$ cat config.mk
export PLATFORM = sky130hd
export DESIGN_NAME = rsb_spec_ctrl_flat
export DESIGN_NICKNAME = d
export VERILOG_FILES = /design/src/rtl/rsb_spec_ctrl_if.sv /design/src/rtl/rsb_spec_ctrl.sv /design/src/flat_wrapper.sv
export SDC_FILE = /design/constraint.sdc
export NUM_CORES = 1
export LEC_CHECK = 0
export CORE_ASPECT_RATIO = 1.25
export CORE_UTILIZATION = 45
export DETAILED_ROUTE_END_ITERATION = 12
export GPL_ROUTABILITY_DRIVEN = 0
export PLACE_DENSITY = 0.66
export SYNTH_ARGS = -nofsm -noshare
export SYNTH_HDL_FRONTEND = slang
export SYNTH_SLANG_ARGS = --single-unit
$ cat constraint.sdc
create_clock -name clk_i -period 6.4 [get_ports clk_i]
set_input_delay 1.6 -clock clk_i [delete_from_list [all_inputs] [get_ports clk_i]]
set_output_delay 1.6 -clock clk_i [all_outputs]
set_load 0.1 [all_outputs]
$ cat src/rtl/rsb_spec_ctrl_if.sv
// Fetch/retire and RSB-side signal bundle for the RSB speculation controller.
// The controller takes the slave view; fetch, retire and the RSB sit on the master view.
interface rsb_spec_ctrl_if #(
    parameter int ADDR_WIDTH = 32
);
    logic                  call_i;
    logic                  ret_i;
    logic [ADDR_WIDTH-1:0] call_addr_i;
    logic                  fetch_ready_o;
    logic                  pred_valid_o;
    logic [ADDR_WIDTH-1:0] pred_addr_o;
    logic                  retire_i;
    logic                  flush_i;
    logic                  busy_o;
    logic                  rsb_push_en_o;
    logic [ADDR_WIDTH-1:0] rsb_push_addr_o;
    logic                  rsb_pop_en_o;
    logic [ADDR_WIDTH-1:0] rsb_pop_addr_i;
    logic                  rsb_pop_valid_i;

    modport slave (
        input  call_i, ret_i, call_addr_i, retire_i, flush_i,
        input  rsb_pop_addr_i, rsb_pop_valid_i,
        output fetch_ready_o, pred_valid_o, pred_addr_o, busy_o,
        output rsb_push_en_o, rsb_push_addr_o, rsb_pop_en_o
    );

    modport master (
        output call_i, ret_i, call_addr_i, retire_i, flush_i,
        output rsb_pop_addr_i, rsb_pop_valid_i,
        input  fetch_ready_o, pred_valid_o, pred_addr_o, busy_o,
        input  rsb_push_en_o, rsb_push_addr_o, rsb_pop_en_o
    );
endinterface

$ cat src/rtl/rsb_spec_ctrl.sv
// Speculation controller for the return stack buffer: logs every accepted
// call/return, retires oldest-first and unwinds newest-first on flush.
module rsb_spec_ctrl #(
    parameter int ADDR_WIDTH  = 32,
    parameter int STACK_DEPTH = 16,
    parameter int LOG_DEPTH   = 8
) (
    input  logic               clk_i,
    input  logic               rst_ni,
    rsb_spec_ctrl_if.slave     bus
);
    localparam int PW = $clog2(LOG_DEPTH);
    localparam int CW = PW + 1;
    localparam int OW = (STACK_DEPTH > 0) ? $clog2(STACK_DEPTH + 1) : 1;
    localparam logic [OW-1:0] SD = OW'(STACK_DEPTH);
    localparam logic [CW-1:0] LD = CW'(LOG_DEPTH);

    typedef enum logic [1:0] {
        K_NOP,
        K_PUSH,
        K_POP,
        K_REPL
    } kind_t;

    typedef enum logic {
        IDLE,
        UNWIND
    } state_t;

    state_t                state_q, state_d;
    logic [PW-1:0]         head_q, head_d;
    logic [PW-1:0]         tail_q, tail_d;
    logic [CW-1:0]         cnt_q, cnt_d;
    logic [OW-1:0]         occ_q, occ_d;

    kind_t                 kind_mem [LOG_DEPTH];
    logic [ADDR_WIDTH-1:0] top_mem  [LOG_DEPTH];

    logic                  accept;
    logic                  retire_ok;
    logic                  wr_en;
    kind_t                 new_kind;
    logic [PW-1:0]         last;
    kind_t                 undo_kind;
    logic [ADDR_WIDTH-1:0] undo_top;

    assign last      = tail_q - PW'(1);
    assign undo_kind = kind_mem[last];
    assign undo_top  = top_mem[last];

    // Accept/retire/unwind decisions and combinational RSB drive
    always_comb begin
        state_d             = state_q;
        head_d              = head_q;
        tail_d              = tail_q;
        cnt_d               = cnt_q;
        occ_d               = occ_q;
        new_kind            = K_NOP;
        accept              = 1'b0;
        retire_ok           = 1'b0;
        wr_en               = 1'b0;
        bus.fetch_ready_o   = 1'b0;
        bus.pred_valid_o    = 1'b0;
        bus.pred_addr_o     = '0;
        bus.busy_o          = 1'b0;
        bus.rsb_push_en_o   = 1'b0;
        bus.rsb_push_addr_o = '0;
        bus.rsb_pop_en_o    = 1'b0;

        unique case (1'b1)
            bus.call_i && !bus.ret_i:
                new_kind = (occ_q < SD) ? K_PUSH : K_NOP;
            !bus.call_i && bus.ret_i:
                new_kind = (occ_q != '0) ? K_POP : K_NOP;
            bus.call_i && bus.ret_i:
                new_kind = (occ_q != '0) ? K_REPL
                         : ((occ_q < SD) ? K_PUSH : K_NOP);
            default:
                new_kind = K_NOP;
        endcase

        unique case (state_q)
            IDLE: begin
                bus.fetch_ready_o = (cnt_q != LD) && !bus.flush_i;
                accept    = (bus.call_i || bus.ret_i) && bus.fetch_ready_o;
                retire_ok = bus.retire_i && (cnt_q != '0);
                if (accept) begin
                    wr_en             = 1'b1;
                    tail_d            = tail_q + PW'(1);
                    bus.rsb_push_en_o = (new_kind == K_PUSH) || (new_kind == K_REPL);
                    bus.rsb_pop_en_o  = (new_kind == K_POP) || (new_kind == K_REPL);
                    if (bus.rsb_push_en_o)
                        bus.rsb_push_addr_o = bus.call_addr_i;
                    bus.pred_valid_o  = bus.ret_i && bus.rsb_pop_valid_i;
                    if (bus.pred_valid_o)
                        bus.pred_addr_o = bus.rsb_pop_addr_i;
                    if (new_kind == K_PUSH)
                        occ_d = occ_q + OW'(1);
                    else if (new_kind == K_POP)
                        occ_d = occ_q - OW'(1);
                end
                if (retire_ok)
                    head_d = head_q + PW'(1);
                cnt_d = cnt_q + CW'(accept) - CW'(retire_ok);
                // accept is blocked under flush, so cnt_d is the post-retire count
                if (bus.flush_i && (cnt_d != '0))
                    state_d = UNWIND;
            end
            UNWIND: begin
                bus.busy_o = 1'b1;
                case (undo_kind)
                    K_PUSH: begin
                        bus.rsb_pop_en_o = 1'b1;
                        occ_d            = occ_q - OW'(1);
                    end
                    K_POP: begin
                        bus.rsb_push_en_o   = 1'b1;
                        bus.rsb_push_addr_o = undo_top;
                        occ_d               = occ_q + OW'(1);
                    end
                    K_REPL: begin
                        bus.rsb_push_en_o   = 1'b1;
                        bus.rsb_pop_en_o    = 1'b1;
                        bus.rsb_push_addr_o = undo_top;
                    end
                    default: ;
                endcase
                tail_d = last;
                cnt_d  = cnt_q - CW'(1);
                if (cnt_q == CW'(1))
                    state_d = IDLE;
            end
            default: state_d = IDLE;
        endcase
    end

    // State, pointers, log count and RSB occupancy mirror
    always_ff @(posedge clk_i) begin
        if (!rst_ni) begin
            state_q <= IDLE;
            head_q  <= '0;
            tail_q  <= '0;
            cnt_q   <= '0;
            occ_q   <= '0;
        end else begin
            state_q <= state_d;
            head_q  <= head_d;
            tail_q  <= tail_d;
            cnt_q   <= cnt_d;
            occ_q   <= occ_d;
        end
    end

    // Log payload; validity is tracked by the pointers alone
    always_ff @(posedge clk_i) begin
        if (wr_en) begin
            kind_mem[tail_q] <= new_kind;
            top_mem[tail_q]  <= bus.rsb_pop_addr_i;
        end
    end

    // Retiring while an unwind is running breaks the log ordering
    assert property (@(posedge clk_i) disable iff (!rst_ni)
        (state_q == UNWIND) |-> !bus.retire_i);
endmodule

$ cat src/flat_wrapper.sv
// flat-port wrapper written by rule: the top's interface ports become plain ports
module rsb_spec_ctrl_flat 
#(
    parameter int ADDR_WIDTH  = 32,
    parameter int STACK_DEPTH = 16,
    parameter int LOG_DEPTH   = 8
)
  (clk_i, rst_ni, bus_call_i, bus_ret_i, bus_call_addr_i, bus_retire_i, bus_flush_i, bus_rsb_pop_addr_i, bus_rsb_pop_valid_i, bus_fetch_ready_o, bus_pred_valid_o, bus_pred_addr_o, bus_busy_o, bus_rsb_push_en_o, bus_rsb_push_addr_o, bus_rsb_pop_en_o);
  rsb_spec_ctrl_if #(.ADDR_WIDTH(ADDR_WIDTH)) bus_i ();
  input  logic clk_i;
  input  logic rst_ni;
  input wire logic [$bits(bus_i.call_i)-1:0] bus_call_i;
  input wire logic [$bits(bus_i.ret_i)-1:0] bus_ret_i;
  input wire logic [$bits(bus_i.call_addr_i)-1:0] bus_call_addr_i;
  input wire logic [$bits(bus_i.retire_i)-1:0] bus_retire_i;
  input wire logic [$bits(bus_i.flush_i)-1:0] bus_flush_i;
  input wire logic [$bits(bus_i.rsb_pop_addr_i)-1:0] bus_rsb_pop_addr_i;
  input wire logic [$bits(bus_i.rsb_pop_valid_i)-1:0] bus_rsb_pop_valid_i;
  output wire logic [$bits(bus_i.fetch_ready_o)-1:0] bus_fetch_ready_o;
  output wire logic [$bits(bus_i.pred_valid_o)-1:0] bus_pred_valid_o;
  output wire logic [$bits(bus_i.pred_addr_o)-1:0] bus_pred_addr_o;
  output wire logic [$bits(bus_i.busy_o)-1:0] bus_busy_o;
  output wire logic [$bits(bus_i.rsb_push_en_o)-1:0] bus_rsb_push_en_o;
  output wire logic [$bits(bus_i.rsb_push_addr_o)-1:0] bus_rsb_push_addr_o;
  output wire logic [$bits(bus_i.rsb_pop_en_o)-1:0] bus_rsb_pop_en_o;
  assign bus_i.call_i = bus_call_i;
  assign bus_i.ret_i = bus_ret_i;
  assign bus_i.call_addr_i = bus_call_addr_i;
  assign bus_i.retire_i = bus_retire_i;
  assign bus_i.flush_i = bus_flush_i;
  assign bus_i.rsb_pop_addr_i = bus_rsb_pop_addr_i;
  assign bus_i.rsb_pop_valid_i = bus_rsb_pop_valid_i;
  assign bus_fetch_ready_o = bus_i.fetch_ready_o;
  assign bus_pred_valid_o = bus_i.pred_valid_o;
  assign bus_pred_addr_o = bus_i.pred_addr_o;
  assign bus_busy_o = bus_i.busy_o;
  assign bus_rsb_push_en_o = bus_i.rsb_push_en_o;
  assign bus_rsb_push_addr_o = bus_i.rsb_push_addr_o;
  assign bus_rsb_pop_en_o = bus_i.rsb_pop_en_o;
  rsb_spec_ctrl #(.ADDR_WIDTH(ADDR_WIDTH), .STACK_DEPTH(STACK_DEPTH), .LOG_DEPTH(LOG_DEPTH)) u_core (.clk_i(clk_i), .rst_ni(rst_ni), .bus(bus_i));
endmodule
==> results of run 1 <==
-- final cells by class --
class / instances / area (um2) / share of cell area (%)
sequential: 285 / 8432 / 56.93
inverter: 16 / 60.06 / 0.4055
tap: 340 / 425.4 / 2.872
timing repair buffer: 162 / 1819 / 12.28
clock buffer: 34 / 701.9 / 4.739
multi-input combinational: 313 / 3307 / 22.33
clock inverter: 13 / 66.31 / 0.4477
-- power by group through the flow --
stage | logic [mW] | registers (mW) | clock network, mW
final | 4.08 | 2.34 | 1.40
after global routing | 4.32 | 2.36 | 1.50
after CTS | 4.14 | 2.35 | 1.43
after detailed placement | 4.13 | 2.38 | 0
after global placement | 4.07 | 2.37 | 0
after floorplan | 2.83 | 2.36 | 0
-- final timing paths --
check	start	depth (start not counted)	endpoint	slack, ns
worst max-delay path	bus_ret_i	8	bus_rsb_push_addr_o[17]	0.81
worst max register to register	u_core.tail_q[1]$_SDFFE_PN0P_	10	u_core.occ_q[3]$_SDFFE_PN0P_	3.13
worst min-delay path	u_core.occ_q[4]$_SDFFE_PN0P_	2	u_core.occ_q[4]$_SDFFE_PN0P_	0.50
worst min register to register	u_core.occ_q[4]$_SDFFE_PN0P_	2	u_core.occ_q[4]$_SDFFE_PN0P_	0.50
-- cell families (layout without fill, tap and decap cells) --
| family | count (synthesis) | count (layout) | share of synthesized area (%) |
|---|---|---|---|
| AO/OA/AOI/OAI | 61 | 61 | 3.235 |
| XOR/XNOR | 8 | 8 | 0.6554 |
| adder cells (fa/ha/maj) | 19 | 19 | 2.072 |
| buffers and inverters | 49 | 225 | 1.723 |
| flip-flops | 285 | 285 | 71.20 |
| multiplexers | 106 | 106 | 16.15 |
| AND/OR/NAND/NOR | 119 | 119 | 4.968 |
-- worst max-delay path: stages --
cell and delay, ns:
clkdlybuf4s50_1 0.63, inv_1 0.11, a21boi_0 0.20, buf_4 0.19, and2_2 0.71, nand2_1 0.13
o21ai_0 0.18, buf_12 0.22
-- routing by layer --
metal | track usage [%] | vias up
met2 | 33.36 | 166
met5 | 0 | -
li1 | - | 2868
met1 | 24.50 | 3242
met4 | 4.577 | 0
met3 | 2.587 | 27
-- metrics by stage --
step	setup slack (ns)	TNS (ns)	util (%)	total power [mW]	hold slack, ns
3_5_place_dp	0.8521	0	54.16	6.509	0.4915
3_3_place_gp	0.9032	0	54.16	6.438	0.4735
6_report	0.8059	0	57.12	7.823	0.5007
4_1_cts	0.8314	0	57.12	7.915	0.5003
5_1_grt	0.6185	0	57.12	8.180	0.5242
2_1_floorplan	-0.1089	-1.960	-	5.189	0.4530
-- flip-flops by register name (all words and copies together) (netlist names) --
name and cells:
u_core.occ_q 5, u_core.state_q 1, u_core.tail_q 3, u_core.top_mem 256
u_core.kind_mem 16, u_core.cnt_q 4
-- cells in the mapped netlist, types with 2 or more instances --
| cell | instances |
|---|---|
| xor2_1 | 3 |
| nand2_1 | 45 |
| nand2b_1 | 7 |
| o2111ai_1 | 3 |
| o21ai_0 | 31 |
| a21oi_1 | 8 |
| a21boi_0 | 2 |
| xnor2_1 | 4 |
| nor2_1 | 17 |
| and2_1 | 33 |
| mux2i_1 | 38 |
| a211oi_1 | 4 |
| mux4_2 | 68 |
| buf_2 | 16 |
| edfxtp_1 | 272 |
| o21ai_1 | 4 |
| ha_1 | 18 |
| or3_1 | 2 |
| nor3_1 | 7 |
| dfxtp_1 | 13 |
| inv_1 | 15 |
| clkbuf_1 | 17 |
-- cell usage in the layout (no fill, tap or decap), drive strengths merged, types with 2 or more instances in the layout --
cell             n
dfxtp           13
xnor2            4
edfxtp         272
buf             91
nor3             7
ha              18
and2            34
inv             16
clkbuf          34
xor2             4
clkdlybuf4s50   71
mux2i           38
nor2            17
nand2b           7
a21oi            8
a21boi           2
o2111ai          3
or3              2
o21ai           35
clkinv          12
nand2           45
mux4            68
a211oi           6
==> results.cfg, run 1 <==
[finish]
fillCellCount = 2014
finalInstanceArea_mm2 = 0.01481
drive_gt1_share_pct = 25.52
nNetsFinal = 894
antenna_cells = 0
syn2layout_area_growth_pct = 25.12
final_cells = 1163

[route]
via_per_inst = 5.420
dr_wl_met2_mm = 12.95
num_vias = 6303
top_layer = met4
wl_per_cell_um = 21.40
wl_met3_mm = 1.190
wl_mm = 24.89
met1_length_mm = 10.40
drt_pre_antenna_iters = 4
postRouteAntennaNets = 0
drt_iter0_markers = 430
drc = 0

[global_route]
overflow = 0
antenna_found_initial = 0
grt_pass1_wl_mm = 37.72
grt_max_degree = 47
grt_pass1_vias = 6474
grt_usage_pct = 18.82

[sta]
timing.fmax_ghz = 0.1788
relSlewSlack_pct = 24.04
skew_ns = 0.009095
setup_viol = 0
max_slew.worst_pin.slew_ns = 1.127
hold_viol = 0
finalMaxSlewViolations = 0
finalCriticalPeriod_ns = 5.594
post-route-period-util_pct = 87.41
rsz0062_at_grt = false

[clock_network]
cts_resized = 0
cts.reportedPaths.clkPinSlew_ns = 0.06
clockBufferDepth = 3
cts_sinks = 285
cts_tree = built
cts_hold_buf = 0
htree_levels = 1
clock_latency_ns = 0.52
cts_buffers = 26
root_buffer = clkbuf_16
post_cts_buffers = 0

[place]
place_area_mm2 = 0.01404
port_buffers = 139
dp_cells = 1116
dp_hpwl_mm = 14.96

[critical_path]
cp-end-kind = primary output
cp.required_ns = 4.80
crit_fanout = 33
path_class = primary input to primary output
worstPathArrival_ns = 3.99
start_kind = primary input

[yosys]
netlist_instances = 647
async_flop_share_pct = 0
synth_flop_cell = edfxtp_1
ys_types = 42
synth_fp_nets = 737
synth_top_area_share_pct = 69.00
yosysTopAreaCell = edfxtp_1
ys.warnings.count = 0
synth.ff_latch_count = 285
ys_seq_area_share_pct = 71.20
synthTopCellsByArea = edfxtp_1 69%, mux4_2 13%, mux2i_1 3.2%, dfxtp_1 2.2%, ha_1 1.9%
synth-edff-count = 272
synth.avg_cell_area_um2 = 18.30
synth_area_mm2 = 0.01184

[outcome]
status = completed

[power]
switchingPower_mw = 3.230
p_seq_share_pct = 30.0
p_int_mw = 4.593
cellLeakagePower_nw = 5.015
p_sw_share_pct = 41.29
clock_power_share_pct = 17.9
irDropWorstVdd_mv = 0.2533
power_density_mw_per_mm2 = 528.1
combPwrFrac_pct = 52.2

[flow_run]
maxCapViolCount = 0

[floorplanning]
die_y_um = 183.3
coreArea_mm2 = 0.02593
start_util_pct = 45.65
ios = 140
row_count = 66
dieWidth_um = 147.1
dieArea_mm2 = 0.02696

[worst_hold_path]
hp-class = flop to flop
Note: power is estimated with default switching activity, not from simulation.
==> inputs of run 2 (changes only) <==
--- a/config.mk
+++ b/config.mk
@@ -6,10 +6,10 @@
 export NUM_CORES = 1
 export LEC_CHECK = 0
 export CORE_ASPECT_RATIO = 1.25
-export CORE_UTILIZATION = 45
+export CORE_UTILIZATION = 56
 export DETAILED_ROUTE_END_ITERATION = 12
 export GPL_ROUTABILITY_DRIVEN = 0
-export PLACE_DENSITY = 0.66
+export PLACE_DENSITY = 0.8
 export SYNTH_ARGS = -nofsm -noshare
 export SYNTH_HDL_FRONTEND = slang
 export SYNTH_SLANG_ARGS = --single-unit
==> results.cfg, run 2 (same netlist as run 1, synthesis figures left out) <==
[power]
power_density_mw_per_mm2 = 531.6
irDropWorstVdd_mv = 0.4274
cellLeakagePower_nw = 5.141

[critical_path]
cp-end-kind = primary output
critPathSlowestCell = dfxtp_4
cp_slowest_stage_delay_ns = 0.88
crit_fanout = 40
crit_family = flip-flops
path_class = flop to primary output
ff2ff_setup_slack_ns = 2.61
start_kind = flop
worstPathArrival_ns = 4.41
cp.required_ns = 4.80
critPathBufInv = 4
crit_path_cell_trace = inv_1 -> ha_4 -> mux4_2 -> mux2i_1 -> inv_1 -> ha_1 -> o21ai_4 -> buf_12 -> o21ai_0 -> buf_12

[clock_network]
cts_resized = 0
cts_sinks = 285
root_buffer = clkbuf_16
htree_levels = 1
clockBufferDepth = 3
clock_latency_ns = 0.52
post_cts_buffers = 0
cts_buffers = 26
cts_hold_buf = 0
cts.reportedPaths.clkPinSlew_ns = 0.07
cts_tree = built

[finish]
syn2layout_area_growth_pct = 28.60
fin_util_pct = 73.39
final_common_cell = edfxtp_1
nNetsFinal = 887
regArea_mm2 = 0.008432
top_regs = u_core.top_mem (256), u_core.kind_mem (16), u_core.occ_q (5)
fillCellCount = 1156
largest_reg_flops = 256
final_cell_mix = 272 x edfxtp_1, 71 x clkdlybuf4s50_1, 68 x mux4_2, 68 x buf_12, 45 x nand2_1
drive_gt1_share_pct = 26.07
antenna_cells = 0
multiInputGateArea_mm2 = 0.003307
largest_register = u_core.top_mem
final_cells = 1091

[global_route]
antenna_found_initial = 0
overflow = 0
grt_max_degree = 51
grt_usage_pct = 24.95
grt_pass1_vias = 6910
grt_pass1_wl_mm = 39.99

[route]
wl_per_cell_um = 24.10
drt_pre_antenna_iters = 7
via_per_inst = 6.002
drt_iter0_markers = 598
postRouteAntennaNets = 0
drc = 0
num_vias = 6548
wl_mm = 26.30

[sta]
max_slew.worst_pin.slew_ns = 1.022
finalCriticalPeriod_ns = 6.013
setup_viol = 0
relSlewSlack_pct = 31.16
tns_ns = 0
rsz0062_at_grt = false
skew_ns = 0.01264
hold_viol = 0
holdWs_ns = 0.5045
finalMaxSlewViolations = 0
timing.fmax_ghz = 0.1663
post-route-period-util_pct = 93.95

[floorplanning]
row_count = 59
start_util_pct = 57.07
coreArea_mm2 = 0.02074
die_y_um = 164.6
dieWidth_um = 132.0
ios = 140
dieArea_mm2 = 0.02173

[outcome]
status = completed

[flow_run]
maxCapViolCount = 0

[worst_hold_path]
hp-class = flop to flop

[place]
dp_cells = 1043
dp_hpwl_mm = 15.67
port_buffers = 139
==> run 2: cell types whose count changed in the layout (fill, tap and decap cells not counted), moves of 4 or more <==
cell,before,now
clkinv_1,7,3
bufinv_16,0,4
clkbuf_1,7,2
clkinv_2,5,9
buf_12,34,68
buf_4,57,16
==> run 2: metal layers <==
metal	GRT usage, %	wire [um]	part of all wire, %
met2	45.67	14430	55
met5	0	0	0
met3	3.315	1416	5.4
met4	9.355	745	2.8
met1	30.36	9710	37
==> run 2: stage by stage <==
stage | total power [mW] | setup WS, ns | area, um2
after detailed placement | 6.537 | 0.7949 | 14330
after global placement | 6.412 | 0.9245 | 14330
final | 8.093 | 0.3871 | 15220
after floorplan | 5.189 | -0.1089 | 11850
after CTS | 8.151 | 0.2957 | 15220
after global routing | 8.402 | 0.06601 | 15220
==> run 2: power by group <==
group          internal [mW]  switching [mW]
Sequential              2.26           0.166
Clock                  0.934           0.654
Combinational           1.59            2.49
Total                   4.78            3.31
==> run 2: worst paths after layout <==
kind,from,endpoint,depth (start not counted)
worst max register to register,u_core.tail_q[0]$_SDFFE_PN0P_,u_core.occ_q[3]$_SDFFE_PN0P_,10
worst min-delay path,u_core.occ_q[4]$_SDFFE_PN0P_,u_core.occ_q[4]$_SDFFE_PN0P_,2
worst max-delay path,u_core.tail_q[0]$_SDFFE_PN0P_,bus_rsb_push_addr_o[20],10
worst min register to register,u_core.occ_q[4]$_SDFFE_PN0P_,u_core.occ_q[4]$_SDFFE_PN0P_,2
==> run 2: final cells by class <==
cell class                 count  area share (%)
tap                          274           2.252
inverter                      16          0.3945
multi-input combinational    313           21.72
sequential                   285           55.39
clock buffer                  29           4.488
clock inverter                19           1.356
timing repair buffer         155           14.40
==> run 2: worst reg2reg max path, delay by kind of cell, from the launching register on <==
| family | cells | cell delay, ns |
|---|---|---|
| flops | 1 | 0.88 |
| mux | 3 | 0.80 |
| simple gates | 2 | 0.67 |
| fa+ha+maj | 2 | 0.80 |
| compound gates | 1 | 0.19 |
| buf+inv | 2 | 0.37 |
